File: config.mk
export PLATFORM = sky130hd
export DESIGN_NAME = uart_rx_frontend
export DESIGN_NICKNAME = d
export VERILOG_FILES = /design/src/rtl/uart_rx_frontend.sv
export SDC_FILE = /design/constraint.sdc
export NUM_CORES = 1
export LEC_CHECK = 0
export CELL_PAD_IN_SITES_DETAIL_PLACEMENT = 0
export CELL_PAD_IN_SITES_GLOBAL_PLACEMENT = 1
export CORE_MARGIN = 10
export CORE_UTILIZATION = 45
export DETAILED_ROUTE_END_ITERATION = 6
export GPL_TIMING_DRIVEN = 0
export PLACE_DENSITY_LB_ADDON = 0.1
export SLEW_MARGIN = 20
export SYNTH_ARGS = -nofsm -noshare
export SYNTH_HDL_FRONTEND = slang
export SYNTH_SLANG_ARGS = --single-unit
File: constraint.sdc
create_clock -name clk_100p0 -period 2.8 [get_ports clk_100p0]
set_input_delay 0.7 -clock clk_100p0 [delete_from_list [all_inputs] [get_ports clk_100p0]]
set_output_delay 0.7 -clock clk_100p0 [all_outputs]
set_load 0.02 [all_outputs]
File: src/rtl/uart_rx_frontend.sv
// UART receiver front end: 2-flop synchronizer, 8-bit LSB-first deframer and a small byte FIFO.
// Optional even-parity bit check is enabled by defining UART_RX_PARITY_EN.
module uart_rx_frontend #(
   parameter int unsigned CLKS_PER_BIT = 868,
   parameter int unsigned FIFO_DEPTH   = 4
) (
   input  logic       clk_100p0,
   input  logic       rst_n,
   input  logic       rx_pin,
   output logic [7:0] m_data,
   output logic       m_valid,
   input  logic       m_ready,
   output logic       frame_err,
   output logic       overrun,
   output logic       parity_err
);

   localparam int unsigned CW = $clog2(CLKS_PER_BIT);
   localparam int unsigned PW = $clog2(FIFO_DEPTH);
   localparam logic [CW-1:0] FullM1 = CW'(CLKS_PER_BIT - 1);
   localparam logic [CW-1:0] HalfM1 = CW'(CLKS_PER_BIT / 2 - 1);
   localparam logic [PW:0]   Depth  = (PW+1)'(FIFO_DEPTH);

   typedef enum logic [2:0] {
      StIdle    = 3'd0,
      StStart   = 3'd1,
      StData    = 3'd2,
`ifdef UART_RX_PARITY_EN
      StParity  = 3'd3,
`endif
      StStop    = 3'd4,
      StRecover = 3'd5
   } state_e;

   state_e        state_q, state_d;
   logic          sync1_q, sync2_q, rx;
   logic [CW-1:0] cnt_q;
   logic [2:0]    bit_q;
   logic [7:0]    shift_q;
   logic          par_bad_q;
   logic          tick, half_tick;
   logic          push, frame_set, parity_set;

   logic [7:0]    mem_q [FIFO_DEPTH];
   logic [PW-1:0] wr_ptr_q, rd_ptr_q;
   logic [PW:0]   count_q;
   logic          full, pop, wr_en;
   logic          frame_err_q, overrun_q;

   always_ff @(posedge clk_100p0 or negedge rst_n) begin
      if (!rst_n) begin
         sync1_q <= 1'b1;
         sync2_q <= 1'b1;
      end else begin
         sync1_q <= rx_pin;
         sync2_q <= sync1_q;
      end
   end

   assign rx        = sync2_q;
   assign tick      = (cnt_q == FullM1);
   assign half_tick = (cnt_q == HalfM1);

   always_ff @(posedge clk_100p0 or negedge rst_n) begin
      if (!rst_n) state_q <= StIdle;
      else        state_q <= state_d;
   end

   always_comb begin
      state_d = state_q;
      case (state_q)
         StIdle:    if (!rx) state_d = StStart;
         StStart:   if (half_tick) state_d = rx ? StIdle : StData;
`ifdef UART_RX_PARITY_EN
         StData:    if (tick && bit_q == 3'd7) state_d = StParity;
         StParity:  if (tick) state_d = StStop;
`else
         StData:    if (tick && bit_q == 3'd7) state_d = StStop;
`endif
         StStop:    if (tick) state_d = rx ? StIdle : StRecover;
         StRecover: if (rx && tick) state_d = StIdle;
         default:   state_d = StIdle;
      endcase
   end

   always_comb begin
      push       = (state_q == StStop) && tick && rx && !par_bad_q;
      frame_set  = (state_q == StStop) && tick && !rx;
      parity_set = 1'b0;
`ifdef UART_RX_PARITY_EN
      parity_set = (state_q == StParity) && tick && (^{rx, shift_q});
`endif
   end

   // Bit timer reloads at every sample point; in RECOVER it restarts on any low cycle.
   always_ff @(posedge clk_100p0 or negedge rst_n) begin
      if (!rst_n) begin
         cnt_q     <= '0;
         bit_q     <= '0;
         shift_q   <= '0;
         par_bad_q <= 1'b0;
      end else begin
         case (state_q)
            StIdle: begin
               cnt_q     <= '0;
               bit_q     <= '0;
               par_bad_q <= 1'b0;
            end
            StStart: cnt_q <= half_tick ? '0 : cnt_q + 1'b1;
            StData: begin
               if (tick) begin
                  cnt_q   <= '0;
                  shift_q <= {rx, shift_q[7:1]};
                  bit_q   <= bit_q + 3'd1;
               end else begin
                  cnt_q <= cnt_q + 1'b1;
               end
            end
`ifdef UART_RX_PARITY_EN
            StParity: begin
               cnt_q <= tick ? '0 : cnt_q + 1'b1;
               if (tick) par_bad_q <= parity_set;
            end
`endif
            StStop:    cnt_q <= tick ? '0 : cnt_q + 1'b1;
            StRecover: cnt_q <= (!rx || tick) ? '0 : cnt_q + 1'b1;
            default:   cnt_q <= '0;
         endcase
      end
   end

   assign full    = (count_q == Depth);
   assign m_valid = (count_q != '0);
   assign pop     = m_valid && m_ready;
   assign wr_en   = push && (!full || pop);
   assign m_data  = mem_q[rd_ptr_q];

   always_ff @(posedge clk_100p0 or negedge rst_n) begin
      if (!rst_n) begin
         for (int i = 0; i < FIFO_DEPTH; i++) mem_q[i] <= '0;
         wr_ptr_q    <= '0;
         rd_ptr_q    <= '0;
         count_q     <= '0;
         frame_err_q <= 1'b0;
         overrun_q   <= 1'b0;
      end else begin
         if (wr_en) begin
            mem_q[wr_ptr_q] <= shift_q;
            wr_ptr_q        <= wr_ptr_q + 1'b1;
         end
         if (pop) rd_ptr_q <= rd_ptr_q + 1'b1;
         if (wr_en && !pop)      count_q <= count_q + 1'b1;
         else if (!wr_en && pop) count_q <= count_q - 1'b1;
         frame_err_q <= frame_set;
         overrun_q   <= push && full && !pop;
      end
   end

   assign frame_err = frame_err_q;
   assign overrun   = overrun_q;

`ifdef UART_RX_PARITY_EN
   logic parity_err_q;
   always_ff @(posedge clk_100p0 or negedge rst_n) begin
      if (!rst_n) parity_err_q <= 1'b0;
      else        parity_err_q <= parity_set;
   end
   assign parity_err = parity_err_q;
`else
   assign parity_err = 1'b0;
`endif

endmodule

==> run_results.csv <==
group,metric,value,unit
worst_setup_path,path_class,"input port to flip-flop",
global_route,grt_pass1_wl,9.79,mm
timing,rsz0062_at_grt,"true",
timing,relSlewSlack,50.3,%
die,die_area,11100,um2
finish,drive_above_1_share,35.3,%
finish,final.fill_count,630,
detailed_routing,ant_nets,0,
clocking,clk_latency,0.34,ns
power,power.density,532,nW/um2
synthesis,synth_cells,233,
timing,post-route-period-util,97.3,%
clocking,tritoncts,"yes",
worst_setup_path,rrSetupSlack,0.10,ns
die,ios,16,
die,die-height,105,um
worst_setup_path,cp-start-kind,"input port",
clocking,numCtsBuffers,9,
place,dpl_cell_area,3560,um2
synthesis,yosys.area.top_type_share,49.6,%
worst_setup_path,worstPathMaxFanout,3,
die,die_w,105,um
global_route,grt_max_degree,38,
timing,tightest_slew,0.740,ns
global_route,grt_util_all_layers,11.0,%
outcome,outcome,"finished clean",
detailed_routing,avgRoutedWirePerCell,15.4,um
worst_setup_path,critical_path_arrival,2.95,ns
worst_setup_path,crit_family,"simple AND/OR/NAND/NOR gates",
synthesis,netlist_area,3280,um2
timing,whs,0.296,ns
synthesis,syn_nets,247,
global_route,grt_pass1_vias,1939,
finish,seq_area,1680,um2
global_route,grt-ovfl-total,0,
synthesis,ys_types,49,
detailed_routing,first_iter_violations,35,
detailed_routing,vias_per_cell,5.03,
finish,syn_to_final_growth,14.9,%
worst_setup_path,rr_endpoint,"count_q[2]",
worst_setup_path,r2r_cells,11,
synthesis,ys.flop_type,"dfrtp_1",
place,port_buffers,14,
die,core,7180,um2
worst_setup_path,cp-end-kind,"flip-flop",
finish,fin_cells,365,
worst_setup_path,cp_num_buf_inv,2,
timing,hold_viol,0,
clocking,cts_sinks,67,
finish,design_area,3770,um2
worst_setup_path,required,3.03,ns
global_route,antenna_found_initial,0,
timing,post-route-min-period,2.73,ns
die,row_count,31,
power,fin_total_pwr,2.00,mW
clocking,clkTransAtPathRegs,0.08,ns
flow_run,drv_cap,0,
synthesis,ys_async_sr_fraction,100,%
clocking,root_buffer,"clkbuf_8",
synthesis,synth_warnings,0,
finish,nets,275,
synthesis,syn_area_per_cell,14.1,um2
finish,multiInputGateArea,1530,um2
worst_setup_path,path_cells,"clkdlybuf4s50_1 -> or4b_2 -> nor3b_4 -> ha_2 -> inv_1 -> fa_2 -> mux2_2",
timing,setup_viol,0,
synthesis,ys_ff_latch,67,
min_path,hold_path.class,"input port to asynchronous set/reset pin",
worst_setup_path,reg2reg_from,"cnt_q[2]",
clocking,cts_max_path_buffers,2,
timing,fmax,367,MHz
finish,antenna_cells,0,
place,gp_congestion,0.710,
worst_setup_path,max_stage_delay,0.69,ns
clocking,htreeDepth,3,
timing,slew_violations,0,
power,p_leak,1.68,nW
die,start_util,45.7,%
power,peakVddDrop,0.238,mV
place,dp.cells,347,
synthesis,synth_top_area_cell,"dfrtp_1",
synthesis,yosys-top-cells-area,"dfrtp_1 (50%), mux2_2 (10%), mux4_2 (5.5%)",
detailed_routing,vias,1837,
detailed_routing,drc_errors,0,
detailed_routing,detail_route.first_pass.iterations,4,
detailed_routing,wirelength,5.63,mm
timing,fin_worst_skew,0.0108,ns
synthesis,synth_edf_count,0,
worst_setup_path,slowest_stage,"or4b_2",
place,hpwlAfterDp,3.85,mm
synthesis,yosysSeqAreaShare,51.2,%
-- kinds of logic (layout without fill, tap and decap cells) --
group                      count (synthesis)  in the layout  share of synthesized area [%]
muxes                                     50             50                           20.8
xor gates and xnor gates                  14             14                           3.74
AOI/OAI and AO/OA                         22             22                           3.86
DFF                                       67             67                           51.2
and+or+nand+nor                           56             56                           13.9
other                                      1              1                          0.114
buffers and inverters                     13             46                           2.29
adders and majority gates                 10             10                           4.05
-- area by class of cell --
class                   count  share of cell area (%)
plain buffers               4                    1.10
repair buffers             19                    4.98
multi-input cells         153                    40.7
clock buffers              11                    3.75
inverters                   7                   0.698
flip-flops and latches     67                    44.7
clock inverters             5                   0.797
well taps                  99                    3.29
-- state kept, by name, indices dropped and copies added, names as in the netlist --
name / cells
mem_q: 32
cnt_q: 10
shift_q: 8
bit_q: 3
count_q: 3
state_q: 3
rd_ptr_q: 2
wr_ptr_q: 2
frame_err: 1
overrun: 1
rx: 1
sync1_q: 1
-- cells in the mapped netlist (all sizes together), types with 2 or more instances --
master,number
a21oi,12
or3b,2
inv,7
buf,5
dfstp,2
nor3b,2
nor2,6
nand2,13
ha,9
mux4,8
nand2b,2
xnor2,9
o21ai,6
nor4,2
nand3,10
nand4bb,2
dfrtp,65
or3,3
nor3,4
mux2,41
xor2,5
or4b,2
-- power by group --
part           leakage (nW)  switching, mW  internal, mW
Combinational         0.693         0.0704         0.122
Sequential            0.902          0.100          1.01
Clock                0.0851          0.356         0.341
Total                  1.68          0.526          1.48
-- through the flow --
step                      TNS [ns]  utilization (%)  worst slack, ns
after detailed placement    -0.685             49.6           -0.312
after global routing       -0.0471             52.5          -0.0471
after floorplan                  0                -           0.0706
after CTS                        0             52.1          0.00471
after global placement      -85.51             49.3            -1.29
final                            0             52.5           0.0749
-- worst max path at each step --
stage,start,to,slack (ns),depth (start not counted)
CTS,rd_ptr_q[0],m_data[2],0.005,2
detailed placement,m_ready,count_q[1],-0.31,7
floorplan,cnt_q[2],count_q[2],0.07,11
global route,cnt_q[2],count_q[2],-0.05,11
global placement,rst_n,cnt_q[3],-1.29,1
finish,m_ready,count_q[1],0.07,7
-- routing by layer --
| layer | GRT usage, % | share of wire, % |
|---|---|---|
| met5 | 0 | 0 |
| met1 | 13.2 | 45 |
| met3 | 3.65 | 3.4 |
| met4 | 4.41 | 1.5 |
| met2 | 18.0 | 50 |
-- timing repair --
action | CTS | global route
hold buffers | 0 | 0
pin swaps | 2 | 5
cloned | 0 | 0
setup endpoints to repair | 10 | 10
gates resized for setup | 2 | 4
buffers inserted | 2 | 2
-- layout by cell type (no fill, tap or decap), drive strengths merged, types with 3 or more instances in the layout --
master          n
buf            10
clkbuf         11
xnor2           9
inv             7
mux4            8
nand2          13
ha              9
nor2            6
mux2           41
or3             3
dfrtp          65
clkinv          3
nor3            4
a21oi          12
o21ai           6
nand3          10
clkdlybuf4s50  13
xor2            5
Note: power is estimated with default switching activity, not from simulation.
==> edit, RTL diff (same settings) <==
Encoding of `state_e`: now one-hot (5 bits for 5 states).
--- a/src/rtl/uart_rx_frontend.sv
+++ b/src/rtl/uart_rx_frontend.sv
@@ -21,15 +21,15 @@
    localparam logic [CW-1:0] HalfM1 = CW'(CLKS_PER_BIT / 2 - 1);
    localparam logic [PW:0]   Depth  = (PW+1)'(FIFO_DEPTH);
 
-   typedef enum logic [2:0] {
-      StIdle    = 3'd0,
-      StStart   = 3'd1,
-      StData    = 3'd2,
+   typedef enum logic [4:0] {
+      StIdle    = 5'b00001,
+      StStart   = 5'b00010,
+      StData    = 5'b00100,
 `ifdef UART_RX_PARITY_EN
       StParity  = 3'd3,
 `endif
-      StStop    = 3'd4,
-      StRecover = 3'd5
+      StStop    = 5'b01000,
+      StRecover = 5'b10000
    } state_e;
 
    state_e        state_q, state_d;
Behaviour: same outputs for any inputs over 10 cycles, from zero or initial values and one cycle with rst_n low; not proved beyond that.
==> edit against the original RTL <==
  * Design area grew 5.0%
  * Synthesized area rose by 5.2%
  * Sequential cell count increased by 2
  * Total power up 19%
  * Worst setup slack gained 0.038 ns
  * Routed wire length is 10% higher
  * Non-clock buffer count grew 1
  * Core utilization grew 1.1 points
  * Critical path type is now reg -> out
  * Critical endpoint is now m_data[7]
==> edit: results (changes against the original RTL) <==
STA
  – Setup skew after layout: 0.00645 ns (-0.00432 ns)
  – Worst-Margin Slew: 0.526 ns (-0.214 ns)

Critical path
  – Critical-path cell with the highest stage delay: sky130_fd_sc_hd__clkdlybuf4s50_1
  – WP data arrival: 1.99 ns (-0.96 ns)
  – Crit path largest cell delay: 0.55 ns (-0.14 ns)
  – Critical path fanouts, max: 10 (+7)
  – Worst setup startpoint: rd_ptr_q[0]

Outcome
  – Outcome: complete, no violations

GRT
  – Total routing resource utilization after global routing: 11.8% (+0.74 points)
  – Met1 Resource Use GR: 16.1% (+2.9 points)
  – Global-route wire length before repair: 10700 um (+8.9%)
  – Via count of the first global-routing pass: 2004 (+3.4%)
  – Maximum number of pins on one net before global-route repair: 37 (-2.6%)
  – Met3 Usage GRT: 3.77% (+0.12 points)
  – Met2 usage: 16.7% (-1.3 points)

Power and ir drop
  – Switching power as a share of total power: 27.3% (+1.0 points)
  – Static leakage: 0.00196 uW (+16%)
  – Max VDD drop: 0.368 mV (+55%)

Drt
  – Total via count in the routed design: 1939 (+5.6%)
  – Number of violations reported at the end of detailed-routing iteration 0: 37 (+5.7%)

Finish
  – Number of fill cells in the layout: 651 (+3.3%)
  – Net count, final: 280 (+1.8%)
  – Layout cells sized above 1: 34.3% (-1.0 points)

Logic synthesis
  – Share of synthesized area occupied by flip-flops and latches: 50.2% (-1.0 points)
  – Cells taking the most area after synthesis: sky130_fd_sc_hd__dfrtp_1, sky130_fd_sc_hd__mux2_4, sky130_fd_sc_hd__mux4_2, sky130_fd_sc_hd__ha_1, sky130_fd_sc_hd__mux2_2
  – Net count after synthesis: 254 (+2.8%)

Placement
  – Routability-driven placement congestion ratio: 0.748 (+5.3%)
edit: path summary, 6_finish.rpt:
path / slack, ns / cells past startpoint / end
worst max-delay path: 0.11 / 3 / m_data[7]
worst min-delay path: 0.30 / 1 / cnt_q[4]
worst max register to register: 0.23 / 11 / count_q[2]
worst min register to register: 0.36 / 0 / rx
max in group asynchronous: 1.95 / 2 / mem_q[29]
min in group clk_100p0: 0.36 / 0 / rx
edit: stage by stage:
step           TNS, ns  hold WS (ns)  total power [uW]  std cells  cell area, sq um
2_1_floorplan        0         0.345              1440        240              3450
3_3_place_gp    -91.48         0.353              1560        353              3710
3_5_place_dp    -0.220         0.349              1560        354              3730
4_1_cts              0         0.308              2440        370              3950
5_1_grt              0         0.316              2510        370              3950
6_report             0         0.301              2380        370              3950
edit: power by group through the flow:
stage               sequential (uW)  clock [uW]  combinational [uW]
floorplan                      1130           0                 304
global placement               1150           0                 412
detailed placement             1140           0                 418
CTS                            1160         889                 389
global route                   1170         911                 429
finish                         1160         845                 379
edit: cell type report:
class | instances | area (sq um) | area share (%)
repair buffers | 16 | 165 | 4.18
flip-flops and latches | 69 | 1730 | 43.8
clock buffers | 13 | 169 | 4.27
clock inverters | 3 | 42.5 | 1.08
well taps | 99 | 124 | 3.13
multi-input cells | 157 | 1650 | 41.6
plain buffers | 8 | 57.6 | 1.46
inverters | 5 | 18.8 | 0.475
edit: cell families (layout without fill, tap and decap cells):
kind of cell	after synthesis	in the layout	share of synthesized area, %
simple gates	58	58	13.2
mux	52	52	23.0
flops	69	69	50.2
xor+xnor	14	14	3.56
fa+ha+maj	10	10	3.85
other cells	1	1	0.109
buf+inv	14	45	2.25
compound gates	22	22	3.81
edit: what timing repair did:
action                                  4_1_cts  5_1_grt
endpoints found under the setup margin       10        1
pin swaps                                     1        0
resized for setup                             1        1
setup buffers                                 1        0
edit: worst max-delay path, delay by kind of cell, from the launching register on:
kind	cells	cell delay, ns
multiplexers	1	0.54
buffers and inverters	2	0.78
flip-flops	1	0.33
edit: per-layer routing:
metal  up-vias  part of all wire (%)  wire length, um
li1        921                     -                -
met1       983                    49             3070
met2        23                    45             2820
met3        12                   3.5              218
met4         0                   1.7              108
met5         -                     0                0
